==> src/rtl/alu_arbiter.sv <==
// alu_arbiter
// Two-requester round-robin front end for a shared combinational ALU.
// A granted request has its operands and opcode registered and driven to the ALU.
// They are held for SETTLE_CYCLES cycles, and then the ALU result is captured.
// The captured result is presented as a response that waits for rsp_ready.
//
// Ports
//   clk, rst_n                     clock, asynchronous active-low reset
//   req{0,1}_valid / _ready        request handshake (ready is combinational)
//   req{0,1}_a, _b (4b), _sel (3b) operands and opcode per requester
//   alu_a, alu_b, alu_sel          registered operands/opcode driven to the ALU
//   alu_out (8b), alu_cflag/zflag  ALU result inputs
//   rsp_valid / rsp_ready          response handshake
//   rsp_id, rsp_out, rsp_cflag, rsp_zflag, rsp_err   captured response
//   busy                           high whenever the FSM is not idle
//   op_count (8b)                  completed responses, wraps at 256
module alu_arbiter #(
    parameter int unsigned SETTLE_CYCLES = 1
) (
    input  logic       clk,
    input  logic       rst_n,
    input  logic       req0_valid,
    input  logic       req1_valid,
    output logic       req0_ready,
    output logic       req1_ready,
    input  logic [3:0] req0_a,
    input  logic [3:0] req0_b,
    input  logic [3:0] req1_a,
    input  logic [3:0] req1_b,
    input  logic [2:0] req0_sel,
    input  logic [2:0] req1_sel,
    output logic [3:0] alu_a,
    output logic [3:0] alu_b,
    output logic [2:0] alu_sel,
    input  logic [7:0] alu_out,
    input  logic       alu_cflag,
    input  logic       alu_zflag,
    output logic       rsp_valid,
    input  logic       rsp_ready,
    output logic       rsp_id,
    output logic [7:0] rsp_out,
    output logic       rsp_cflag,
    output logic       rsp_zflag,
    output logic       rsp_err,
    output logic       busy,
    output logic [7:0] op_count
);

    localparam logic [2:0] SETTLE_LD = 3'(SETTLE_CYCLES);
    localparam logic [2:0] OP_DIV    = 3'b011;

    typedef enum logic [1:0] {IDLE, SETTLE, RESP} state_t;

    state_t     state_q, state_d;
    logic [2:0] cnt_q, cnt_d;
    logic       ptr_q, ptr_d;      // requester preferred when both are valid
    logic       run_q;             // keeps ready low until the first edge after reset release
    logic [3:0] a_q, a_d, b_q, b_d;
    logic [2:0] sel_q, sel_d;
    logic       id_q, id_d;
    logic [7:0] out_q, out_d;
    logic       c_q, c_d, z_q, z_d, err_q, err_d;
    logic [7:0] opcnt_q, opcnt_d;

    logic gnt;
    logic accept;
    logic div_zero;

    // Lone requester wins outright; on contention the pointer decides.
    assign gnt        = (req0_valid && req1_valid) ? ptr_q : req1_valid;
    assign req0_ready = run_q && (state_q == IDLE) && req0_valid && !gnt;
    assign req1_ready = run_q && (state_q == IDLE) && req1_valid &&  gnt;
    assign accept     = req0_ready || req1_ready;
    assign div_zero   = (sel_q == OP_DIV) && (b_q == 4'd0);

    always_comb begin
        state_d = state_q;
        cnt_d   = cnt_q;
        ptr_d   = ptr_q;
        a_d     = a_q;
        b_d     = b_q;
        sel_d   = sel_q;
        id_d    = id_q;
        out_d   = out_q;
        c_d     = c_q;
        z_d     = z_q;
        err_d   = err_q;
        opcnt_d = opcnt_q;
        unique case (state_q)
            IDLE: begin
                if (accept) begin
                    state_d = SETTLE;
                    cnt_d   = SETTLE_LD;
                    id_d    = gnt;
                    a_d     = gnt ? req1_a   : req0_a;
                    b_d     = gnt ? req1_b   : req0_b;
                    sel_d   = gnt ? req1_sel : req0_sel;
                end
            end
            SETTLE: begin
                // Capture once the counter has been seen at zero, giving
                // SETTLE_CYCLES+1 edges from acceptance to a valid response.
                if (cnt_q == 3'd0) begin
                    state_d = RESP;
                    out_d   = div_zero ? 8'h00 : alu_out;
                    c_d     = div_zero ? 1'b0  : alu_cflag;
                    z_d     = div_zero ? 1'b0  : alu_zflag;
                    err_d   = div_zero;
                end else begin
                    cnt_d = cnt_q - 3'd1;
                end
            end
            RESP: begin
                if (rsp_ready) begin
                    state_d = IDLE;
                    ptr_d   = ~id_q;
                    opcnt_d = opcnt_q + 8'd1;
                end
            end
            default: state_d = IDLE;
        endcase
    end

    always_ff @(posedge clk or negedge rst_n) begin
        if (!rst_n) begin
            state_q <= IDLE;
            cnt_q   <= 3'd0;
            ptr_q   <= 1'b0;
            run_q   <= 1'b0;
            a_q     <= 4'd0;
            b_q     <= 4'd0;
            sel_q   <= 3'd0;
            id_q    <= 1'b0;
            out_q   <= 8'd0;
            c_q     <= 1'b0;
            z_q     <= 1'b0;
            err_q   <= 1'b0;
            opcnt_q <= 8'd0;
        end else begin
            state_q <= state_d;
            cnt_q   <= cnt_d;
            ptr_q   <= ptr_d;
            run_q   <= 1'b1;
            a_q     <= a_d;
            b_q     <= b_d;
            sel_q   <= sel_d;
            id_q    <= id_d;
            out_q   <= out_d;
            c_q     <= c_d;
            z_q     <= z_d;
            err_q   <= err_d;
            opcnt_q <= opcnt_d;
        end
    end

    assign alu_a     = a_q;
    assign alu_b     = b_q;
    assign alu_sel   = sel_q;
    assign rsp_valid = (state_q == RESP);
    assign rsp_id    = id_q;
    assign rsp_out   = out_q;
    assign rsp_cflag = c_q;
    assign rsp_zflag = z_q;
    assign rsp_err   = err_q;
    assign busy      = (state_q != IDLE);
    assign op_count  = opcnt_q;

endmodule

==> config.mk <==
export PLATFORM = sky130hd
export DESIGN_NAME = alu_arbiter
export DESIGN_NICKNAME = d
export VERILOG_FILES = /design/src/rtl/alu_arbiter.sv
export SDC_FILE = /design/constraint.sdc
export NUM_CORES = 1
export LEC_CHECK = 0
export ABC_AREA = 1
export BUFFER_PORTS_ARGS = -buffer_cell sky130_fd_sc_hd__buf_2
export CORE_MARGIN = 3
export CORE_UTILIZATION = 42
export DETAILED_ROUTE_END_ITERATION = 16
export GPL_ROUTABILITY_DRIVEN = 0
export GPL_TIMING_DRIVEN = 0
export PLACE_DENSITY = 0.75
export SLEW_MARGIN = 15
export SYNTH_ARGS = -nofsm -noshare
export SYNTH_HDL_FRONTEND = slang
export SYNTH_SLANG_ARGS = --single-unit
==> constraint.sdc <==
create_clock -name clk -period 3.8 [get_ports clk]
set_input_delay 0.57 -clock clk [delete_from_list [all_inputs] [get_ports clk]]
set_output_delay 0.57 -clock clk [all_outputs]
set_load 0.05 [all_outputs]
After elaboration in Yosys (flattened, before gate mapping). Cells that the tools add are included.

Add/sub/neg operators: 2. Equality and inequality tests: 7. Multiplexer cells: 14. Bitwise gates (word level): 1. Reduce and logical (&&, ||, !) cells: 19.

Operators by type and width (count): $mux 3 (3); $add 8x1->8 const B (1); $mux 4 (2); $mux 8 (1); $logic_and 1x1->1 (7); $mux 2 (3); $ne 2x2->1 const B (3); $pmux 2 s3 (1); $pmux 3 s2 (1); $reduce_and 2->1 (3); $reduce_and 3->1 (2); $logic_not 4->1 (1); $reduce_bool 2->1 (2); $eq 3x2->1 const B (1); $logic_not 3->1 (1); $mux 1 (3); $sub 3x1->3 const B (1); $eq 2x1->1 const B (1); $eq 2x2->1 const B (1); $logic_not 2->1 (1); $ne 2x1->1 const B (1); $logic_not 1->1 (1); $logic_or 1x1->1 (1); $not 1->1 (1).

Register bits after elaboration: 38. Input port bits: 37. Output and inout bits: 35. Logic and storage cells: 56.

Logic depth before layout (Yosys ltp).
Word-level depth: 7. Gate-level depth with buffers: 9. Gate-level depth less buffers: 8.

Worst setup path before layout. OpenSTA, ideal clock, no wires.

Path type: input -> output. Start point: input req1_valid. End point: output req0_ready. Data arrival time: 1571 ps. Required time: 3230 ps. Setup slack: 1659 ps. Stages: 3. Buffers on the path: 1. Cells stage by stage: a21boi_2 -> buf_4 -> nor2_1.

Longest elaborated chain between the ends: 4.

RTL lines: start, declared (line 23) `input logic req1_valid,`; $logic_and 1x1->1 (line 70) `assign gnt = (req0_valid && req1_valid) ? ptr_q : req1_valid;`; $mux 1 (*) (line 70); $logic_not 1->1 (*) (line 71) `assign req0_ready = run_q && (state_q == IDLE) && req0_valid && !gnt;`; $logic_and 1x1->1 (*) (line 71); end, declared (line 24) `output logic req0_ready,`.

Mark *: on every way between the ends. The rest lies on a longest branch, timed or not.

Worst setup path after layout.
Start point: input req0_valid. End point: output req0_ready.

Longest elaborated chain between the ends: 4. Elaborated cells on any way between the ends: 5. Those cells by class: mux: 1; reduce/logical: 4.

RTL lines: start, declared (line 22) `input logic req0_valid,`; $logic_and 1x1->1 (line 70); $mux 1 (line 70); $logic_not 1->1 (line 71); $logic_and 1x1->1 (*) (line 71).

Marked as above.

==> flow_summary_export.csv <==
group,metric,value,unit
run_status,status,"finished clean",
cts,cts_made_buffers,5,
detailed_routing,ant_nets,0,
floorplan,core_area,4173,µm²
final_layout,fin_nets,356,
sta,hold_viol,0,
sta,timing.fmax,498.2,MHz
detailed_routing,wl_per_cell,10.59,µm
setup_path,start_kind,"primary input",
floorplan,rows,23,
setup_path,critPathArrivalTime,1.44,ns
global_route,grt_overflow,0,
logic_synthesis,synthTopCellsByCount,"nand2_1, dfrtp_1, inv_1, nand3_1, nor2_1",
logic_synthesis,synth_seq_cells,38,
power,pwr_density_cell,914.2,nW/µm²
cts,htreeDepth,2,
cts,cts_tree,"done",
final_layout,num-fill-cells,377,
logic_synthesis,synthArstFlopShare,100.0,%
floorplan,initial_core_util,45.37,%
hold_path,hp-class,"primary input to async pin",
final_layout,antenna_cells,0,
cts,cts-hold-fix-buffers,0,
setup_path,cpPeakStageDelay,0.25,ns
placement,dp_slack,1.786,ns
sta,tns,0,ns
cts,clk_latency,0.28,ns
setup_path,cp_max_fo,10,
cts,cts-root-buf,"clkbuf_8",
sta,slew_viol_final,0,
global_route,grt_pass1_wl,6.555,mm
global_route,grt_max_degree,39,
detailed_routing,remaining_drc_errors,0,
detailed_routing,dr.pass1.iters,4,
logic_synthesis,synthDistinctLibCells,26,
detailed_routing,wirelength,3.875,mm
sta,worst_slew_margin_rel,45.17,%
logic_synthesis,yosysTopAreaCell,"dfrtp_1",
job,cap_violations,0,
floorplan,die_area,5349,µm²
setup_path,cpMaxStageDelayCell,"a21boi_2",
detailed_routing,drtIter0Drc,36,
logic_synthesis,synth-seq-area-share,50.23,%
cts,clock-sinks,38,
cts,clk_pin_slew,0.07,ns
logic_synthesis,yosys_warnings,0,
final_layout,final_area,2424,µm²
floorplan,io_pins,72,
cts,cts-resized-gates,0,
setup_path,cp-end-kind,"output pin",
sta,skew,0.006760,ns
logic_synthesis,synth_nets,278,
sta,finalSetupViolCount,0,
setup_path,cp_top_family,"buffers and inverters",
global_route,grt_usage,15.48,%
detailed_routing,viasPerCell,4.598,
cts,clock_path_buffers,2,
logic_synthesis,postSynthAreaPerCell,7.954,µm²
final_layout,area_growth,28.02,%
setup_path,critical_path_class,"primary input to output pin",
logic_synthesis,synthTopCellsByArea,"dfrtp_1, nand2_1, nand3_1",
logic_synthesis,synth_edf_count,0,
power,power_leakage,1.446,nW
setup_path,worstPathCellList,"buf_2 > a21boi_2 > buf_4 > nor2_1 > buf_2",
sta,setup_slack,1.793,ns
power,ir_drop,408.9,µV
sta,grt_setup_unrepaired,"false",
global_route,grt_pass1_vias,1571,
detailed_routing,num_vias,1683,
logic_synthesis,netlist.area_leader.share,50.23,%
placement,place_area,2311,µm²
logic_synthesis,netlist_area,1893,µm²
logic_synthesis,yosys_most_used_dff,"dfrtp_1",
sta,tightest_slew,0.8224,ns
placement,hpwl,3.019,mm
final_layout,drive_above_1_share,30.70,%
sta,period_needed,2.007,ns
floorplan,die_h,73.14,µm
setup_path,critical_path_buf_inv_count,3,
floorplan,die_x,73.14,µm
setup_path,cp.required,3.23,ns
power,power,0.002216,W
placement,io_buffers,71,
cts,post_cts_buffers,0,
setup_path,cp_common_cell,"buf_2",
global_route,antenna_found_initial,0,
logic_synthesis,syn_inst,238,
sta,post-route-period-util,52.82,%
logic_synthesis,yosys.cell_count.top_type,"nand2_1",
## placed cells by master, fill, tap and decap left out, types with 2 or more instances in the layout
master / synthesis / final
clkbuf_8: 0 / 6
inv_2: 3 / 3
buf_4: 3 / 3
inv_1: 14 / 14
buf_6: 2 / 2
dfrtp_1: 38 / 38
nand2_4: 3 / 3
nand4_1: 4 / 4
o21ai_0: 2 / 2
nand3_1: 14 / 14
nand2_1: 125 / 125
nor3_1: 2 / 2
buf_2: 2 / 73
xor2_1: 2 / 2
xnor2_1: 3 / 3
nor2_1: 8 / 8
ha_1: 3 / 3
## per-stage QoR
step | hold slack [ns] | util (%) | instances
after floorplan | 0.2744 | - | 238
after global placement | 0.4500 | 55.38 | 359
after detailed placement | 0.4577 | 55.38 | 359
after CTS | 0.4129 | 58.08 | 366
after global routing | 0.4551 | 58.08 | 366
final | 0.3763 | 58.08 | 366
## worst reg2reg max path, stage by stage (launching register included)
cell and delay [ns]:
dfrtp_1 0.39, inv_1 0.09, ha_1 0.15, inv_1 0.06
o21ai_1 0.25, nand3_1 0.18, nand2_1 0.10, nand2_1 0.05
## logic make-up (layout without fill, tap and decap cells)
logic type / after synthesis / after routing / share of synthesized area, %
other cells: 1 / 1 / 0.1981
flops: 38 / 38 / 50.23
simple gates: 161 / 161 / 36.88
xor+xnor: 5 / 5 / 2.314
fa+ha+maj: 3 / 3 / 1.983
buf+inv: 25 / 103 / 6.609
compound gates: 5 / 5 / 1.784
## power breakdown
group / switching (W) / leakage (nW) / total (W) / internal [W]
logic: 0.000885 / 0.912 / 0.00119 / 0.000306
clock network: 0.000128 / 0.0573 / 0.000337 / 0.000210
registers: 0.000116 / 0.477 / 0.000687 / 0.000570
## layout make-up
class / count / area [µm²] / share of cell area (%)
clock buffer: 6 / 82.58 / 3.407
inverter: 18 / 70.07 / 2.891
clock inverter: 1 / 30.03 / 1.239
tap: 50 / 62.56 / 2.581
buffer: 7 / 55.05 / 2.272
sequential: 38 / 950.9 / 39.24
multi-input combinational: 175 / 817.0 / 33.71
timing repair buffer: 71 / 355.3 / 14.66
## layer usage
metal | routed length, µm | vias to the layer above | global-route usage, %
met5 | 0 | - | 0
met1 | 1778 | 743 | 19.44
met3 | 240 | 2 | 3.719
li1 | - | 887 | -
met2 | 1831 | 51 | 26.42
met4 | 24 | 0 | 4.303
## sequential cells by signal, summed over array words and instances (netlist names), 2 cells and up
name / cells
alu_sel: 3
op_count: 8
state_q: 2
rsp_out: 8
alu_a: 4
cnt_q: 3
alu_b: 4
## path summary, 6_finish.rpt
check	cells after the start	slack [ns]	from	to
setup / recovery	5	1.79	req0_valid	req0_ready
hold / removal	1	0.38	rst_n	op_count[3]
setup reg to reg	7	2.42	cnt_q[0]	cnt_q[0]
hold reg to reg	2	0.47	alu_a[2]	alu_a[2]
max in group asynchronous	1	2.90	rst_n	alu_b[0]
min in group clk	2	0.47	alu_a[2]	alu_a[2]
(Power assumes the default switching activity.)
